### config.mk
export PLATFORM = sky130hd
export DESIGN_NAME = addr_decoder
export DESIGN_NICKNAME = d
export VERILOG_FILES = /design/src/rtl/addr_decoder_pkg.sv /design/src/rtl/addr_decoder_cfg_regs.sv /design/src/rtl/addr_decoder.sv
export SDC_FILE = /design/constraint.sdc
export NUM_CORES = 1
export LEC_CHECK = 0
export ABC_AREA = 1
export BUFFER_PORTS_ARGS = -buffer_cell sky130_fd_sc_hd__buf_2
export CAP_MARGIN = 10
export CORE_ASPECT_RATIO = 0.8
export CORE_MARGIN = 5
export CORE_UTILIZATION = 35
export DETAILED_ROUTE_END_ITERATION = 7
export GPL_TIMING_DRIVEN = 0
export HOLD_SLACK_MARGIN = 0.03
export PLACE_DENSITY = 0.51
export SLEW_MARGIN = 0
export SYNTH_ARGS = -nofsm -noshare
export SYNTH_HDL_FRONTEND = slang
export SYNTH_HIERARCHICAL = 1
export SYNTH_SLANG_ARGS = --single-unit
### constraint.sdc
create_clock -name clk -period 2.31 [get_ports clk]
set_clock_uncertainty 0.2 [all_clocks]
set_input_delay 0.1155 -clock clk [delete_from_list [all_inputs] [get_ports clk]]
set_output_delay 0.1155 -clock clk [all_outputs]
set_load 0.005 [all_outputs]
### src/rtl/addr_decoder_pkg.sv
// Shared constants for the I/O address decoder: op encodings, config map offsets,
// reset values of a window, stretch timeout length, and the decode result type.
package addr_decoder_pkg;

    localparam logic [7:0] OP_WRITE = 8'h00;
    localparam logic [7:0] OP_READ  = 8'h01;
    localparam logic [7:0] OP_ANY   = 8'hFF;

    localparam logic [7:0] CFG_BASE_OFS = 8'h00;
    localparam logic [7:0] CFG_MASK_OFS = 8'h04;
    localparam logic [7:0] CFG_SLOT_OFS = 8'h08;
    localparam logic [7:0] CFG_OP_OFS   = 8'h0C;

    localparam logic [7:0] RST_BASE = 8'h00;
    localparam logic [7:0] RST_MASK = 8'h00;
    localparam logic [7:0] RST_SLOT = 8'h00;
    localparam logic [7:0] RST_OP   = OP_ANY;

    localparam int READY_TIMEOUT = 256;

    typedef enum logic {
        ST_IDLE,
        ST_ACTIVE
    } cyc_state_t;

    typedef struct packed {
        logic       vld;
        logic [3:0] idx;
        logic [2:0] slot;
    } dec_t;

    // bit1 set means either direction; otherwise bit0 picks read-only or write-only
    function automatic logic op_allows(input logic [7:0] op, input logic rd);
        if (op[1])
            return 1'b1;
        else if (op[0] == OP_READ[0])
            return rd;
        else
            return (op[0] == OP_WRITE[0]) && !rd;
    endfunction

endpackage

### src/rtl/addr_decoder_cfg_regs.sv
// Window register file (base/mask/slot/op per window), written on clk.
// Write takes effect on the next edge; addresses 0x10 and above are dropped.
module addr_decoder_cfg_regs
    import addr_decoder_pkg::*;
#(
    parameter int NUM_WIN = 4
) (
    input  logic                 clk,
    input  logic                 rst,
    input  logic                 cfg_we,
    input  logic [7:0]           cfg_addr,
    input  logic [7:0]           cfg_wdata,
    output logic [NUM_WIN*8-1:0] base_flat,
    output logic [NUM_WIN*8-1:0] mask_flat,
    output logic [NUM_WIN*8-1:0] slot_flat,
    output logic [NUM_WIN*8-1:0] op_flat
);

    logic [7:0] base_q [NUM_WIN];
    logic [7:0] mask_q [NUM_WIN];
    logic [7:0] slot_q [NUM_WIN];
    logic [7:0] op_q   [NUM_WIN];

    always_ff @(posedge clk) begin
        if (rst) begin
            for (int i = 0; i < NUM_WIN; i++) begin
                base_q[i] <= RST_BASE;
                mask_q[i] <= RST_MASK;
                slot_q[i] <= RST_SLOT;
                op_q[i]   <= RST_OP;
            end
        end else if (cfg_we) begin
            for (int i = 0; i < NUM_WIN; i++) begin
                if (int'(cfg_addr[1:0]) == i) begin
                    // upper six address bits pick the register bank; anything else is ignored
                    case (cfg_addr[7:2])
                        CFG_BASE_OFS[7:2]: base_q[i] <= cfg_wdata;
                        CFG_MASK_OFS[7:2]: mask_q[i] <= cfg_wdata;
                        CFG_SLOT_OFS[7:2]: slot_q[i] <= cfg_wdata;
                        CFG_OP_OFS[7:2]:   op_q[i]   <= cfg_wdata;
                        default: ;
                    endcase
                end
            end
        end
    end

    for (genvar g = 0; g < NUM_WIN; g++) begin : g_flat
        assign base_flat[g*8 +: 8] = base_q[g];
        assign mask_flat[g*8 +: 8] = mask_q[g];
        assign slot_flat[g*8 +: 8] = slot_q[g];
        assign op_flat[g*8 +: 8]   = op_q[g];
    end

endmodule

### src/rtl/addr_decoder.sv
// I/O address decoder: window match, lowest-index priority, per-cycle latch of chip select.
// Latency: 1 clk from iorq_n sampled low to registered decode; ready_n stretches on busy slot.
// Optional ADDR_DECODER_READY_TIMEOUT_EN caps a stretch at 256 cycles.
module addr_decoder
    import addr_decoder_pkg::*;
#(
    parameter int ADDR_W    = 8,
    parameter int NUM_WIN   = 4,
    parameter int NUM_SLOTS = 5
) (
    input  logic                 clk,
    input  logic                 rst,
    input  logic [ADDR_W-1:0]    addr,
    input  logic                 iorq_n,
    input  logic                 r_w_,
    input  logic [NUM_SLOTS-1:0] dev_ready_n,
    input  logic                 cfg_we,
    input  logic [7:0]           cfg_addr,
    input  logic [7:0]           cfg_wdata,
    output logic                 ready_n,
    output logic                 io_r_w_,
    output logic                 data_oe_n,
    output logic                 data_dir,
    output logic                 ff_oe_n,
    output logic                 win_valid,
    output logic [3:0]           win_index,
    output logic [2:0]           sel_slot,
    output logic [NUM_SLOTS-1:0] cs_n
);

    logic [NUM_WIN*8-1:0] base_flat;
    logic [NUM_WIN*8-1:0] mask_flat;
    logic [NUM_WIN*8-1:0] slot_flat;
    logic [NUM_WIN*8-1:0] op_flat;

    addr_decoder_cfg_regs #(.NUM_WIN(NUM_WIN)) u_cfg_regs (
        .clk       (clk),
        .rst       (rst),
        .cfg_we    (cfg_we),
        .cfg_addr  (cfg_addr),
        .cfg_wdata (cfg_wdata),
        .base_flat (base_flat),
        .mask_flat (mask_flat),
        .slot_flat (slot_flat),
        .op_flat   (op_flat)
    );

    dec_t       dec;
    cyc_state_t state_q, state_d;
    logic       start;
    logic       cur_vld;
    logic [2:0] cur_slot;
    logic       busy;
    logic       stretch;

    // walk from the top so the lowest matching window is the last one assigned
    always_comb begin
        dec = '0;
        for (int i = NUM_WIN - 1; i >= 0; i--) begin
            if ((((addr ^ base_flat[i*8 +: 8]) & mask_flat[i*8 +: 8]) == '0) &&
                op_allows(op_flat[i*8 +: 8], r_w_) &&
                (slot_flat[i*8 +: 8] < 8'(NUM_SLOTS))) begin
                dec.vld  = 1'b1;
                dec.idx  = 4'(i);
                dec.slot = slot_flat[i*8 +: 3];
            end
        end
    end

    always_ff @(posedge clk) begin
        if (rst)
            state_q <= ST_IDLE;
        else
            state_q <= state_d;
    end

    always_comb begin
        state_d = state_q;
        start   = 1'b0;
        case (state_q)
            ST_IDLE: begin
                if (!iorq_n) begin
                    state_d = ST_ACTIVE;
                    start   = 1'b1;
                end
            end
            ST_ACTIVE: begin
                if (iorq_n)
                    state_d = ST_IDLE;
            end
            default: state_d = ST_IDLE;
        endcase
    end

    // on the start edge the fresh decode governs ready_n; afterwards the latched one does
    always_comb begin
        cur_vld  = start ? dec.vld  : win_valid;
        cur_slot = start ? dec.slot : sel_slot;
        busy     = 1'b0;
        for (int s = 0; s < NUM_SLOTS; s++) begin
            if (cur_slot == 3'(s))
                busy = ~dev_ready_n[s];
        end
        stretch = (state_d == ST_ACTIVE) && cur_vld && busy;
    end

    always_ff @(posedge clk) begin
        if (rst || (state_d == ST_IDLE)) begin
            win_valid <= 1'b0;
            win_index <= '0;
            sel_slot  <= '0;
            io_r_w_   <= 1'b1;
            cs_n      <= '1;
            data_oe_n <= 1'b1;
            data_dir  <= 1'b0;
            ff_oe_n   <= 1'b1;
        end else if (start) begin
            win_valid <= dec.vld;
            win_index <= dec.idx;
            sel_slot  <= dec.slot;
            io_r_w_   <= r_w_;
            cs_n      <= dec.vld ? ~(NUM_SLOTS'(1) << dec.slot) : '1;
            data_oe_n <= ~dec.vld;
            data_dir  <= dec.vld & r_w_;
            ff_oe_n   <= dec.vld | ~r_w_;
        end
    end

`ifdef ADDR_DECODER_READY_TIMEOUT_EN
    localparam logic [7:0] TMO_LAST = 8'(READY_TIMEOUT - 1);

    logic [7:0] stall_cnt;
    logic       timed_out;
    logic       tmo_hit;

    assign tmo_hit = !ready_n && (stall_cnt == TMO_LAST);

    always_ff @(posedge clk) begin
        if (rst || (state_d == ST_IDLE)) begin
            stall_cnt <= '0;
            timed_out <= 1'b0;
            ready_n   <= 1'b1;
        end else begin
            stall_cnt <= ready_n ? 8'd0 : stall_cnt + 8'd1;
            if (tmo_hit)
                timed_out <= 1'b1;
            ready_n <= !(stretch && !timed_out && !tmo_hit);
        end
    end
`else
    always_ff @(posedge clk) begin
        if (rst)
            ready_n <= 1'b1;
        else
            ready_n <= !stretch;
    end
`endif

endmodule

# Word-level counts from Yosys, hierarchy flattened
# Memories as Yosys holds them, arrays and structs flattened.
# Index checks and enable logic that the tools add are counted.
# classes
n_eq_ne	10
mux	108
bitwise_logic	38
order_cmp	4
reduce_logical	24
shifts	1
# op_table
cell	count
2-to-1 mux 8 bit	20
2-to-1 mux 1 bit	86
bitwise AND 8 bit	4
zero test 8 bit	4
less-than comparator 8 x 3 -> 1 bit, second input constant	4
bitwise XOR 8 bit	4
OR 1 bit	17
logical AND 1 bit	14
equality test 6 x 2 -> 1 bit, second input constant	2
NOT 1 bit	11
equality test 3 x 2 -> 1 bit, second input constant	2
equality test 6 x 1 -> 1 bit, second input constant	1
zero test 6 bit	1
2-to-1 mux 5 bit	1
NOT 5 bit	1
<< shifter 1 x 3 -> 5 bit, first input constant	1
equality test 2 bit, second input constant	2
equality test 3 x 1 -> 1 bit, second input constant	1
equality test 3 bit, second input constant	1
zero test 3 bit	1
2-to-1 mux 3 bit	1
equality test 2 x 1 -> 1 bit, second input constant	1
zero test 1 bit	2
zero test 2 bit	1
2 further kinds	2
# totals
wordCells	199
ram_bits	128
register_bits	19
mem_count	4
# mem_list
name	words	width	read_ports	rd_clocked_by_memory_dff	wr	line	rtl
u_cfg_regs.base_q	4	8	4	0	4	addr_decoder_cfg_regs.sv:19	logic [7:0] base_q [NUM_WIN];
u_cfg_regs.mask_q	4	8	4	0	4	addr_decoder_cfg_regs.sv:20	logic [7:0] mask_q [NUM_WIN];
u_cfg_regs.op_q	4	8	4	0	4	addr_decoder_cfg_regs.sv:22	logic [7:0] op_q [NUM_WIN];
u_cfg_regs.slot_q	4	8	4	0	4	addr_decoder_cfg_regs.sv:21	logic [7:0] slot_q [NUM_WIN];

# Longest topological paths before layout
# Gate-level depths: netlist (run 1).
# depth
depth_word	19
mapped_depth	16
ltp_nobuf	16

# By module
# Netlist (run 1), hierarchy kept.
# modules_own_cells
module	cells_per_inst	area_per_inst_um2	seq_area_each_um2	instances
addr_decoder_cfg_regs	351	5101.1	3843.7	1
addr_decoder	296	1740.4	340.3	1

# Least setup slack after synthesis (run 1)
# No wires, ideal clock.
# synth_timing
kind	reg2reg
start	memory u_cfg_regs.base_q[1][7]
end	register cs_n[0]
t_arrival_ps	1521
slack_ps	443
stages_incl_launch_ff	14
setup_ps	146
required_ps	1964
n_path_buf	0
path_cell_list	edfxtp_1 or2_1 nand3_1 nand2_1 nor2_2 nand3b_4 nor2_2 nor2_1 nand2_2 nand2_1 inv_2 nand2_1 o21ai_2 nand4_1
# synth_lines
element	line	rtl
start: declaration	addr_decoder_cfg_regs.sv:19	
end signal: assignment	addr_decoder.sv:122	cs_n <= dec.vld ? ~(NUM_SLOTS'(1) << dec.slot) : '1;
end: declaration	addr_decoder.sv:28	output logic [NUM_SLOTS-1:0] cs_n

# Final worst setup path (run 1)
# layout_timing
start	input port r_w_
end	register cs_n[1]
# layout_via
elab_chain_len	13
# layout_lines
element	line	rtl
start: declaration	addr_decoder.sv:15	input logic r_w_,
zero test 1 bit	addr_decoder_pkg.sv:39	return (op[0] == OP_WRITE[0]) && !rd;
logical AND 1 bit	addr_decoder_pkg.sv:39	
2-to-1 mux 1 bit	addr_decoder_pkg.sv:36	else if (op[0] == OP_READ[0])
2-to-1 mux 1 bit	addr_decoder_pkg.sv:34	if (op[1])
logical AND 1 bit	addr_decoder.sv:60	if ((((addr ^ base_flat[i*8 +: 8]) & mask_flat[i*8 +: 8]) == '0) &&
logical AND 1 bit	addr_decoder.sv:61	op_allows(op_flat[i*8 +: 8], r_w_) &&
2-to-1 mux 8 bit (3 in a row)	addr_decoder.sv:60	
2-to-1 mux 8 bit (*)	addr_decoder.sv:60	
<< shifter 1 x 3 -> 5 bit	addr_decoder.sv:122	
NOT 5 bit	addr_decoder.sv:122	
2-to-1 mux 5 bit (*)	addr_decoder.sv:122	
# Every way passes the cells marked *; elsewhere a longest branch is shown, timed or not.
# A chain may end at the register's enable or synchronous reset.

==> results of run 1 <==
how the worst min path moves through the flow:
| stage | start | end | slack (ps) |
|---|---|---|---|
| after floorplan | rst | state_q | 80 |
| after global placement | dev_ready_n[4] | ready_n | 220 |
| after detailed placement | dev_ready_n[4] | ready_n | 220 |
| after CTS | cfg_addr[3] | u_cfg_regs/op_q[0][1] | 60 |
| after global routing | cfg_addr[1] | u_cfg_regs/op_q[0][1] | 90 |
| final | cfg_addr[3] | u_cfg_regs/op_q[0][1] | 80 |
area by class of cell:
| cell class | instances | area [µm²] |
|---|---|---|
| Clock buffer | 19 | 432.9 |
| Clock inverter | 13 | 133.9 |
| Multi-Input combinational cell | 408 | 2206 |
| Tap cell | 220 | 275.3 |
| Sequential cell | 121 | 3463 |
| Fill cell | 1604 | 9359 |
| Buffer | 25 | 162.7 |
| Inverter | 46 | 172.7 |
| Timing Repair Buffer | 70 | 452.9 |
power by group through the flow:
| stage | logic, µW | clock network, µW | registers [µW] |
|---|---|---|---|
| 2_1_floorplan | 263 | 0 | 2550 |
| 3_3_place_gp | 408 | 0 | 2550 |
| 3_5_place_dp | 416 | 0 | 2560 |
| 4_1_cts | 440 | 2590 | 2520 |
| 5_1_grt | 486 | 2700 | 2530 |
| 6_report | 439 | 2560 | 2520 |
registers in the layout, indices dropped and copies added, names as in the netlist, 2 cells and up:
signal	flops
sel_slot	3
u_cfg_regs/slot_q	32
u_cfg_regs/op_q	8
u_cfg_regs/mask_q	32
win_index	2
cs_n	5
u_cfg_regs/base_q	32
per-layer routing:
layer | vias to the layer above | track usage [%]
met5 | - | 0
met4 | 0 | 4.941
met3 | 19 | 4.052
met2 | 112 | 24.17
met1 | 2067 | 21.55
li1 | 2156 | -
timing repair:
action,CTS,global route
hold buffers,19,0
setup buffers,0,3
gates resized for setup,0,12
setup endpoints to repair,0,5
endpoints found under the hold margin,37,0
per-stage QoR:
stage	utilization (%)	instances	total power [µW]	setup slack (ps)	cell area, µm²
floorplan	-	600	2811	442.6	5974
global placement	38.96	868	2962	120.2	6490
detailed placement	38.96	868	2976	72.67	6490
CTS	43.50	919	5549	63.21	7247
global route	43.82	922	5709	-13.96	7300
finish	43.82	922	5511	149.2	7300
worst max-delay path: stages:
cell	delay (ps)
dlygate4sd3_1	550
buf_6	150
or2_0	220
nand2_1	80
nand2_1	70
nor2_2	120
nand2_2	70
nor2_4	210
nand3_2	110
nand2_2	90
nand2_2	70
nand2_1	100
inv_2	40
o21ai_1	150
nand3_1	80
==> results.md, run 1 <==
* Hold Crit Depth at 5
* First-pass GRT wire length at 23,320 µm
* Remaining antenna violation count at 0
* Wl on met1 at 6640 µm
* Rel. slew slack at 47.66%
* Setup tns final at 0 ps
* Vias after detailed routing at 4,354
* Synth-to-layout area growth at 22.25%
* R2R cell count at 13
* Logic pwr share at 8.0%
* Clock Path Buffers at 2
* Worst hold slack at 79.61 ps
* Register clock-pin slew on the reported worst setup and hold paths at 50 ps
* R2r setup slk at 150 ps
* Hold/Removal Path Class: primary input to flip-flop
* Most frequent cells in the layout: 126 x nand2_1, 122 x nor2_1, 104 x edfxtp_1
* Die width at 156.0 µm
* # port buffers at 48
* IO Count at 52
* DRC marker count from the first detailed-route iteration at 314
* CP startpoint: r_w_
* Drt wl/cell at 15.99 µm
* Final Cycle Share at 93.54%
* Vias in the first global route at 4,317
* Post-Syn Instances at 599
* Yosys warns at 6
* Clock share of power at 46.4%
* CP Class: primary input to flip-flop
* # DRC at 0
* Number of CTS-inserted buffers at 17
* Worst reg2reg path startpoint: u_cfg_regs/base_q[0][6]
* DP Wirelength at 10,700 µm
* Post-Syn Area per Cell at 9.968 µm²
* Fin crit period at 2161 ps
* Worst skew pair latency at 410 ps
* Final Slew Violations at 0
* TritonCTS clock tree: done
* Power density cells at 754.9 nW/µm²
* Met2 wire len at 6878 µm
* Critical path endpoint: cs_n[1]
* Die height at 126.8 µm
* Critical path required time at 2380 ps
* Worst-Margin Slew at 785.1 ps
* Pint at 4286 µW
* Die area at 19,790 µm²
* Hold Vio Cnt, Final at 0
* Uppermost layer routed: met4
* Unrepaired setup endpoints after global routing: yes
* Sw Pwr at 1225 µW
* Crit Path Max Fanout at 8
* Data arrival, critical path at 2230 ps
* Status: finished, final reports clean
* Metal3 WL at 973 µm
* Ant. Diodes at 0
* Pin count of the biggest net entering global routing at 17
* Total track usage at 15.63%
* Final weighted congestion in routability-driven placement at 0.8231
* Commonest non-fill, non-tap cell in the layout: nand2_1
* Core area at 16,660 µm²
* Sequential power share at 45.7%
* DRT Wirelength at 14,740 µm
* Initial antenna violation count at 0
* Final setup viols at 0
* Share of cells above drive strength 1 at 23.65%
* Post-Syn Area at 5971 µm²
* Root Driver: clkbuf_16
* DRT Pass-1 Iters at 5
* Max-Cap Viols at 0
* Num rows at 42
* Starting Density at 35.84%
* Routed vias/inst at 4.722
* R2R Path End: ready_n
* Switching Fraction at 22.23%
* Grt ovf at 0
* Worst setup SP type: primary input
* Fmax at 462.8 MHz
* Leak at 0.003011 µW
* CTS sink count at 121
* Critical Path Sink Type: flip-flop
* Nets at 723
* Peak VDD IR at 0.5073 mV
* H-tree levels at 4
No activity file was read; power rests on OpenSTA's default activity.
==> run 2: changes to the inputs <==
--- a/config.mk
+++ b/config.mk
@@ -14,6 +14,7 @@
 export DETAILED_ROUTE_END_ITERATION = 7
 export GPL_TIMING_DRIVEN = 0
 export HOLD_SLACK_MARGIN = 0.03
+export MAX_ROUTING_LAYER = met4
 export PLACE_DENSITY = 0.51
 export SLEW_MARGIN = 0
 export SYNTH_ARGS = -nofsm -noshare
==> results.md, run 2 (synthesis gave the netlist of run 1 again) <==
* Most frequent cells in the layout: 126 x nand2_1, 122 x nor2_1, 104 x edfxtp_1
* Total power at 5509 µW
* Rel. slew slack at 46.99%
* Clock Path Buffers at 2
* H-tree levels at 4
* Root Driver: clkbuf_16
* Final Slew Violations at 0
* Cell area after layout at 7300 µm²
* Die area at 19,790 µm²
* Drt wl/cell at 15.98 µm
* TritonCTS clock tree: done
* Pin count of the biggest net entering global routing at 17
* Final Cycle Share at 93.45%
* Starting Density at 35.84%
* Critical path required time at 2380 ps
* Power density cells at 754.7 nW/µm²
* Synth-to-layout area growth at 22.25%
* Register clock-pin slew on the reported worst setup and hold paths at 50 ps
* Fmax at 463.3 MHz
* Die height at 126.8 µm
* Total track usage at 16.09%
* # DRC at 0
* Hold Startpoint: cfg_addr[3]
* DRT Pass-1 Iters at 6
* Share of cells above drive strength 1 at 23.65%
* Placed Area at 6490 µm²
* Nets at 723
* Fin crit period at 2159 ps
* Worst reg2reg path startpoint: u_cfg_regs/base_q[0][6]
* Routed vias/inst at 4.728
* DRC marker count from the first detailed-route iteration at 308
* First-pass GRT wire length at 23,340 µm
* Worst-Margin Slew at 795.2 ps
* # port buffers at 48
* Status: finished, final reports clean
* R2R Path End: cs_n[2]
* Max-Cap Viols at 0
* Core area at 16,660 µm²
* Worst Hold Path EP: u_cfg_regs/op_q[0][1]
* CTS sink count at 121
* R2R cell count at 12
* Num rows at 42
* Worst setup SP type: primary input
* Ant. Diodes at 0
* Leak at 0.003011 µW
* Number of CTS-inserted buffers at 17
* Crit Path Max Fanout at 8
* Initial antenna violation count at 0
* Hold/Removal Path Class: primary input to flip-flop
* Data arrival, critical path at 2230 ps
* IO Count at 52
* Final setup viols at 0
* CP Class: primary input to flip-flop
* Unrepaired setup endpoints after global routing: yes
* Die width at 156.0 µm
* Remaining antenna violation count at 0
* Top Registers: u_cfg_regs/base_q x32, u_cfg_regs/mask_q x32, u_cfg_regs/slot_q x32
* Grt ovf at 0
* Worst skew pair latency at 410 ps
* Hold Vio Cnt, Final at 0
* Peak VDD IR at 0.5039 mV
* DP Wirelength at 10,700 µm
* Hold Crit Depth at 5
* DRT Wirelength at 14,730 µm
* Commonest non-fill, non-tap cell in the layout: nand2_1
* Critical Path Sink Type: flip-flop
* Vias in the first global route at 4,315
* Vias after detailed routing at 4,359
* Final weighted congestion in routability-driven placement at 0.8356
* R2r setup slk at 150 ps
==> run 2: worst max path at each step <==
stage,from,endpoint,slack (ps),depth (start not counted)
floorplan,u_cfg_regs/base_q[1][7],cs_n[0],440,13
CTS,u_cfg_regs/slot_q[3][0],cs_n[1],60,12
global route,u_cfg_regs/base_q[0][6],ready_n,-10,13
finish,r_w_,cs_n[1],150,15
detailed placement,u_cfg_regs/slot_q[3][0],cs_n[1],70,12
global placement,u_cfg_regs/base_q[2][0],ready_n,120,14
==> run 2: per-stage QoR <==
step / cells / TNS [ps] / setup slack, ps / util, % / hold slack (ps)
4_1_cts: 919 / 0 / 63.21 / 43.50 / 64.94
2_1_floorplan: 600 / 0 / 442.6 / - / 84.44
3_5_place_dp: 868 / 0 / 72.67 / 38.96 / 224.5
3_3_place_gp: 868 / 0 / 120.2 / 38.96 / 221.6
5_1_grt: 922 / -22.60 / -13.87 / 43.82 / 94.37
6_report: 922 / 0 / 151.4 / 43.82 / 78.61
==> run 2: cell type report <==
| class | count | area, µm² |
|---|---|---|
| Multi-Input combinational cell | 408 | 2206 |
| Tap cell | 220 | 275.3 |
| Clock inverter | 13 | 133.9 |
| Inverter | 46 | 172.7 |
| Sequential cell | 121 | 3463 |
| Timing Repair Buffer | 70 | 452.9 |
| Buffer | 25 | 162.7 |
| Clock buffer | 19 | 432.9 |
| Fill cell | 1604 | 9359 |
==> run 2: worst max-delay path, stage by stage <==
cell           delay, ps
dlygate4sd3_1        550
buf_6                150
or2_0                220
nand2_1               80
nand2_1               70
nor2_2               120
nand2_2               70
nor2_4               210
nand3_2              110
nand2_2               90
nand2_2               70
nand2_1              100
inv_2                 40
o21ai_1              150
nand3_1               80
==> run 2: repair_timing <==
item,4_1_cts,5_1_grt
endpoints found under the hold margin,37,0
setup buffers,0,3
gates resized for setup,0,12
hold buffers,19,0
endpoints found under the setup margin,0,5
==> run 2: power by group <==
| group | switching [µW] | leakage, µW | internal [µW] | total [µW] |
|---|---|---|---|---|
| logic | 291 | 0.00160 | 149 | 440 |
| clock network | 891 | 0.000282 | 1660 | 2550 |
| registers | 41.5 | 0.00113 | 2470 | 2520 |
| total | 1220 | 0.00301 | 4290 | 5510 |
==> run 2: routing by layer <==
| metal | share of wire [%] | global-route usage [%] | up-vias |
|---|---|---|---|
| met4 | 1.5 | 4.941 | 0 |
| met2 | 47 | 24.22 | 115 |
| met5 | 0 | - | - |
| li1 | - | - | 2153 |
| met3 | 5.7 | 3.916 | 12 |
| met1 | 46 | 21.57 | 2079 |
